$ cat src/rtl/sar_sample_averager.sv
// SAR ADC conversion sequencer and result averager.
// Requests conversions through adc_hold and captures adc_result on each rising
// edge of adc_eoc. After 2^LOG2_AVG samples it presents the truncated mean on a
// valid/ready output. A watchdog abandons the run if end-of-conversion never
// arrives while holding.
module sar_sample_averager #(
    parameter int N_BITS         = 10,
    parameter int LOG2_AVG       = 2,
    parameter int TIMEOUT_CYCLES = 64
) (
    input  logic              clk,
    input  logic              reset,
    input  logic              start,
    input  logic              adc_eoc,
    input  logic [N_BITS-1:0] adc_result,
    output logic              adc_hold,
    output logic [N_BITS-1:0] avg_data,
    output logic              avg_valid,
    input  logic              avg_ready,
    output logic              busy,
    output logic              timeout
);

    localparam int ACC_W = N_BITS + LOG2_AVG;
    localparam int CNT_W = LOG2_AVG + 1;
    localparam int WD_W  = $clog2(TIMEOUT_CYCLES);

    localparam logic [CNT_W-1:0] CNT_FULL = CNT_W'(2 ** LOG2_AVG);
    localparam logic [WD_W-1:0]  WD_LAST  = WD_W'(TIMEOUT_CYCLES - 1);

    typedef enum logic [1:0] {
        S_IDLE,
        S_HOLD,
        S_GAP,
        S_OUT
    } state_t;

    state_t            state;
    state_t            next_state;
    logic [ACC_W-1:0]  acc;
    logic [CNT_W-1:0]  count;
    logic [WD_W-1:0]   wd;
    logic              eoc_q;
    logic              eoc_rise;

    // Control strobes decoded from the current state and inputs.
    logic              clr_run;
    logic              acc_en;
    logic              latch_en;
    logic              wd_inc;
    logic              set_timeout;
    logic              clr_timeout;

    assign eoc_rise = adc_eoc & ~eoc_q;

    // Outputs are pure decodes of the registered state, so they never glitch
    // on input changes.
    assign adc_hold  = (state == S_HOLD);
    assign busy      = (state != S_IDLE);
    assign avg_valid = (state == S_OUT);

    // State register.
    always_ff @(posedge clk) begin
        // NOTE: sequential state uses non-blocking assignments so every
        // register samples pre-edge values regardless of statement order.
        if (reset) state <= S_IDLE;
        else       state <= next_state;
    end

    // Next-state and control strobe decode.
    always_comb begin
        // NOTE: every output of this block is defaulted first so no path
        // leaves a signal unassigned, which would otherwise infer a latch.
        next_state  = state;
        clr_run     = 1'b0;
        acc_en      = 1'b0;
        latch_en    = 1'b0;
        wd_inc      = 1'b0;
        set_timeout = 1'b0;
        clr_timeout = 1'b0;
        case (state)
            S_IDLE: begin
                if (start) begin
                    clr_run     = 1'b1;
                    clr_timeout = 1'b1;
                    next_state  = S_HOLD;
                end
            end
            S_HOLD: begin
                if (eoc_rise) begin
                    acc_en     = 1'b1;
                    next_state = S_GAP;
                end else if (wd == WD_LAST) begin
                    set_timeout = 1'b1;
                    next_state  = S_IDLE;
                end else begin
                    wd_inc = 1'b1;
                end
            end
            S_GAP: begin
                // Waiting for eoc to fall keeps a stale-high eoc from being
                // seen as a second rising edge in the next HOLD.
                if (!adc_eoc) begin
                    if (count == CNT_FULL) begin
                        latch_en   = 1'b1;
                        next_state = S_OUT;
                    end else begin
                        next_state = S_HOLD;
                    end
                end
            end
            S_OUT: begin
                if (avg_ready) begin
                    if (start) begin
                        clr_run    = 1'b1;
                        next_state = S_HOLD;
                    end else begin
                        next_state = S_IDLE;
                    end
                end
            end
            default: next_state = S_IDLE;
        endcase
    end

    // Datapath: edge detector, accumulator, sample counter, watchdog, flags.
    always_ff @(posedge clk) begin
        if (reset) begin
            eoc_q    <= 1'b0;
            acc      <= '0;
            count    <= '0;
            wd       <= '0;
            timeout  <= 1'b0;
            avg_data <= '0;
        end else begin
            eoc_q <= adc_eoc;

            // A watchdog expiry discards the partial sum along with the run.
            if (clr_run || set_timeout) begin
                acc   <= '0;
                count <= '0;
                wd    <= '0;
            end else if (acc_en) begin
                acc   <= acc + ACC_W'(adc_result);
                count <= count + CNT_W'(1);
                wd    <= '0;
            end else if (wd_inc) begin
                wd <= wd + WD_W'(1);
            end

            if (set_timeout)      timeout <= 1'b1;
            else if (clr_timeout) timeout <= 1'b0;

            // Mean by truncating shift; acc is wide enough that it never wraps.
            if (latch_en) avg_data <= N_BITS'(acc >> LOG2_AVG);
        end
    end

endmodule

$ cat config.mk
export PLATFORM = sky130hd
export DESIGN_NAME = sar_sample_averager
export DESIGN_NICKNAME = d
export VERILOG_FILES = /design/src/rtl/sar_sample_averager.sv
export SDC_FILE = /design/constraint.sdc
export NUM_CORES = 1
export LEC_CHECK = 0
export ABC_AREA = 0
export CAP_MARGIN = 20
export CORE_UTILIZATION = 55
export CTS_BUF_LIST = sky130_fd_sc_hd__clkbuf_8
export CTS_CLUSTER_DIAMETER = 120
export DETAILED_ROUTE_END_ITERATION = 8
export GPL_TIMING_DRIVEN = 0
export PLACE_DENSITY_LB_ADDON = 0.05
export SLEW_MARGIN = 20
export SYNTH_ARGS = -nofsm -noshare
export SYNTH_HDL_FRONTEND = slang
export SYNTH_SLANG_ARGS = --single-unit
$ cat constraint.sdc
create_clock -name clk -period 2.5 [get_ports clk]
set_input_delay 0.5 -clock clk [delete_from_list [all_inputs] [get_ports clk]]
set_output_delay 0.5 -clock clk [all_outputs]
set_load 0.02 [all_outputs]
# ---- Yosys cells after proc, flatten, opt, wreduce, memory -nomap -nowiden
# Index checks and enable logic that the tools add are counted.
dict set report word_totals {
  latch_bits 0
  output_inout_bits 14
  in_bits 15
  memories 0
  ramBits 0
  rom_bits 0
  reg_bits 35
}
dict set report classes {
  order_cmp 0
  mul 0
  muxes 25
  n_eq_ne 9
  addsub 3
  div 0
  bitwise 2
  n_reduce_logical 7
  shifts 0
}
# op count
set ops {}
lappend ops {{$mux 1} 17}
lappend ops {{$add 12x10->12} 1}
lappend ops {{$mux 2} 6}
lappend ops {{$pmux 2 s4} 1}
lappend ops {{$add 6x1->6 const B} 1}
lappend ops {{$eq 6x6->1 const B} 1}
lappend ops {{$eq 2x2->1 const B} 2}
lappend ops {{$ne 2x2->1 const B} 2}
lappend ops {{$reduce_and 4->1} 1}
lappend ops {{$reduce_bool 2->1} 2}
lappend ops {{$add 3x1->3 const B} 1}
lappend ops {{$eq 3x3->1 const B} 1}
lappend ops {{$ne 3x1->1 const B} 1}
lappend ops {{$reduce_or 3->1} 1}
lappend ops {{$eq 2x1->1 const B} 1}
lappend ops {{$logic_not 2->1} 1}
lappend ops {{$ne 2x1->1 const B} 1}
lappend ops {{$pmux 1 s2} 1}
lappend ops {{$reduce_or 2->1} 1}
lappend ops {{$and 1x1->1} 1}
lappend ops {{$logic_or 1x1->1} 1}
lappend ops {{$not 1->1} 1}

# ---- Depth between registers and ports, before layout
# Gate-level depths: netlist of the first run.
dict set report depth {
  depth_word 6
  depth_mapped 8
}

# ---- Least setup slack after synthesis of the first run
# Ideal clock, no wire load.
dict set report synth_path {
  path_type {input -> register}
  start {in adc_result[0]}
  end {reg acc[10]}
  path_buffers 0
  required_time_ns 2.372
  slack_ns 0.299
  setup_time_ns 0.128
  arrival_ns 2.074
  path_stages 8
  path_cell_list {ha_1 -> fa_1 -> a211oi_1 -> o21bai_1 -> a21oi_1 -> o22ai_1 -> xnor2_1 -> nor2_1}
}
dict set report synth_via {
  elab_chain_cells 1
}
# item line_no
set synth_lines {}
lappend synth_lines {{start, declared} 15} ;# input logic [N_BITS-1:0] adc_result,
lappend synth_lines {{$add 12x10->12} 144} ;# acc <= acc + ACC_W'(adc_result);
lappend synth_lines {{end signal, assigned} 144}
lappend synth_lines {{end, declared} 40} ;# logic [ACC_W-1:0] acc;
# No other way between the ends.
# A chain may end at the register's enable or synchronous reset.

# ---- Final worst setup path of the first run
# Same ends and word-level chain as after synthesis.

==> results of run 1 <==
[state kept, by name (all words and copies together) (netlist names)]
name      flops
acc          12
eoc_q         1
avg_data     10
timeout       1
wd            6
count         3
state         2
[how the worst max path moves through the flow]
| stage | startpoint | end | slack [ns] | cells past startpoint |
|---|---|---|---|---|
| global placement | adc_result[0] | acc[10]$_SDFFE_PP0P_ | -0.34 | 9 |
| detailed placement | adc_result[0] | acc[10]$_SDFFE_PP0P_ | -0.31 | 9 |
| floorplan | adc_result[0] | acc[10]$_SDFFE_PP0P_ | 0.30 | 8 |
| global route | adc_result[0] | acc[6]$_SDFFE_PP0P_ | 0.06 | 9 |
| finish | adc_result[0] | acc[10]$_SDFFE_PP0P_ | 0.16 | 9 |
| CTS | adc_result[0] | acc[10]$_SDFFE_PP0P_ | 0.1 | 9 |
[cell usage after synthesis, types with 2 or more instances]
library cell	n
a211oi_1	5
a21o_1	2
a21oi_1	28
a311oi_1	2
a31oi_1	3
and3_1	2
clkbuf_1	4
dfxtp_1	35
ha_1	18
inv_1	10
mux2i_1	2
nand2_1	41
nand3_1	12
nand4_1	2
nor2_1	21
nor2b_1	3
nor3_1	2
o21ai_0	5
o21bai_1	2
or4_1	2
xnor2_1	9
xor2_1	3
[report_power, final]
group	total (W)	leakage, nW	internal, W	switching (W)
clock	0.000510	0.0581	0.000297	0.000214
combinational	0.000257	0.529	0.000107	0.000150
sequential	0.000592	0.283	0.000575	0.0000165
total	0.00136	0.870	0.000979	0.000380
[final cells by class]
type | instances | share of cell area, %
Multi-Input combinational cell | 177 | 48.0
Sequential cell | 35 | 30.1
Timing Repair Buffer | 28 | 12.1
Clock buffer | 5 | 2.96
Tap cell | 44 | 2.37
Clock inverter | 3 | 1.88
Inverter | 10 | 1.61
Buffer | 6 | 1.02
[cell families after synthesis]
kind of cell	Yosys count	share of synthesized area [%]
DFF	35	37.6
muxes	2	1.08
AOI/OAI and AO/OA	53	17.3
and+or+nand+nor	91	21.9
adders and majority gates	19	13.2
xor gates and xnor gates	12	5.65
buffers and inverters	16	3.29
[tightest hold or removal path: stages, from the launching register on]
cell     delay (ns)
dfxtp_1        0.31
nand2_1        0.05
a21oi_1        0.05
[stage by stage]
stage / power, W / util, %
4_1_cts: 0.00136 / 74.0
3_5_place_dp: 0.000855 / 70.2
5_1_grt: 0.00142 / 74.3
3_3_place_gp: 0.000851 / 70.2
2_1_floorplan: 0.000771 / -
6_report: 0.00136 / 74.3
[metal layers]
layer	global-route usage, %	vias to the layer above	part of all wire, %
met5	0	-	0
met4	8.97	0	1.2
met3	6.93	7	5.3
met2	36.9	39	44
met1	32.4	721	49
li1	-	869	-
[timing repair]
item	in CTS	in global routing
resized for setup	1	2
setup endpoints to repair	1	2
pin swaps	0	0
==> impl_metrics.py, run 1 <==
metrics = {
    "global_route": {
        "grt_pass1_vias": 1463,
        "antenna_found_initial": 0,
        "overflow": 0,
        "grt_use_total_pct": 24.3,
        "grt_pass1_wl_mm": 6.46,
        "grt_max_degree": 13,
    },
    "timing": {
        "fin_crit_sh_pct": 93.5,
        "tightest_slew_ns": 0.590,
        "worst_clock_skew_ns": 0.00600,
        "drv_slew": 0,
        "fin_setup_tns_ns": 0,
        "fmax_ghz": 0.428,
        "setup_viol": 0,
        "finalHoldViolations": 0,
        "relSlewSlack_pct": 60.5,
        "whs_ns": 0.453,
        "setup_ws_ns": 0.163,
        "fin_crit_ns": 2.34,
        "grt_setup_unrepaired": "no",
    },
    "worst_setup_path": {
        "r2r_slack_ns": 0.49,
        "crit_fanout": 4,
        "crit_required_ns": 2.67,
        "crit_slowest_cell": "fa_1",
        "arrival_ns": 2.50,
        "critPathKind": "in2reg",
        "reg2regPathDepth": 8,
        "r2r_start": "acc[0]$_SDFFE_PP0P_",
        "slowest_delay_ns": 0.43,
        "r2r_end": "acc[10]$_SDFFE_PP0P_",
        "path_delay_family": "compound AO/OA/AOI/OAI gates",
        "path_buf_inv": 1,
        "cp-start-kind": "input pin",
        "cp-end-kind": "register",
        "path_cells": "clkdlybuf4s50_1, ha_1, fa_1, a211oi_2, o21bai_1, a21oi_2, o22ai_1, xnor2_1, nor2_1",
    },
    "die": {
        "die_area_sq_um": 3620,
        "io_pins": 29,
        "initial_utilization_pct": 59.5,
        "die_w_um": 60.2,
        "num_rows": 20,
        "die_h_um": 60.2,
        "core_sq_um": 3130,
    },
    "yosys": {
        "async_flop_share_pct": 0,
        "synth_nets": 262,
        "synth_top_area_share_pct": 37.6,
        "ys_seq_area_share_pct": 37.6,
        "synth_area_per_cell_sq_um": 8.17,
        "synthesis.area_sq_um": 1860,
        "synth_edf_count": 0,
        "post-synth-top-area-cell": "dfxtp_1",
        "synthFlopType": "dfxtp_1",
        "synthCells": 228,
        "ys_ff_latch": 35,
        "ys_warn_count": 0,
        "synth.distinct_cells": 37,
        "synthTopCellsByArea": "dfxtp_1 (38%), ha_1 (12%), nand2_1 (8.3%)",
    },
    "clocking": {
        "clock-sinks": 35,
        "insertion_delay_ns": 0.29,
        "postCtsSetupBuffers": 0,
        "clockBufferDepth": 2,
        "path_clk_slew_ns": 0.07,
        "cts_tree": "built",
        "htreeDepth": 2,
        "numCtsBuffers": 5,
        "cts_hold_buf": 0,
        "cts_root_buffer": "clkbuf_8",
    },
    "detailed_routing": {
        "drtIter0Drc": 93,
        "via_per_inst": 5.31,
        "routedWlPerCell_um": 12.5,
        "ant_nets": 0,
        "num_vias": 1636,
        "drt_wl_total_mm": 3.85,
        "drc": 0,
        "dr.pass1.iters": 4,
    },
    "cells_and_area": {
        "diodes": 0,
        "fill_cells": 255,
        "fin_area_sq_um": 2320,
        "multi_input_area_sq_um": 1110,
        "syn2layout_area_growth_pct": 24.9,
        "final_common_cell": "nand2_1",
        "layout.nets": 297,
        "layout.cells.non_filler": 308,
        "regArea_sq_um": 701,
        "drive_gt1_share_pct": 6.06,
        "mostFrequentLayoutCells": "nand2_1 (41), dfxtp_1 (35), clkdlybuf4s50_1 (28)",
    },
    "placement": {
        "port_buffers": 28,
        "place_ws_ns": -0.313,
        "dp_hpwl_mm": 2.79,
        "place.gp.congestion": 0.858,
        "place_inst": 300,
        "postPlaceCellArea_sq_um": 2200,
    },
    "run_status": {
        "outcome": "complete, no violations",
    },
    "min_path": {
        "min_path_cells": 2,
        "whs_endpoint": "timeout$_SDFFE_PP0P_",
        "hold_class": "reg2reg",
        "hold_path.startpoint": "timeout$_SDFFE_PP0P_",
    },
    "power_and_ir_drop": {
        "p_leak_nw": 0.870,
        "power_density_nw_per_um2": 585,
        "peakVddDrop_uv": 298,
    },
    "job": {
        "cap_violations": 0,
    },
}
(Power assumes the default switching activity.)
==> run 2, diff against run 1 <==
--- a/config.mk
+++ b/config.mk
@@ -10,10 +10,10 @@
 export CORE_UTILIZATION = 55
 export CTS_BUF_LIST = sky130_fd_sc_hd__clkbuf_8
 export CTS_CLUSTER_DIAMETER = 120
+export CTS_CLUSTER_SIZE = 28
 export DETAILED_ROUTE_END_ITERATION = 8
 export GPL_TIMING_DRIVEN = 0
 export PLACE_DENSITY_LB_ADDON = 0.05
-export SLEW_MARGIN = 20
 export SYNTH_ARGS = -nofsm -noshare
 export SYNTH_HDL_FRONTEND = slang
 export SYNTH_SLANG_ARGS = --single-unit
==> results of run 2 <==
Final layout, timing and power as in run 1 (identical DEF).
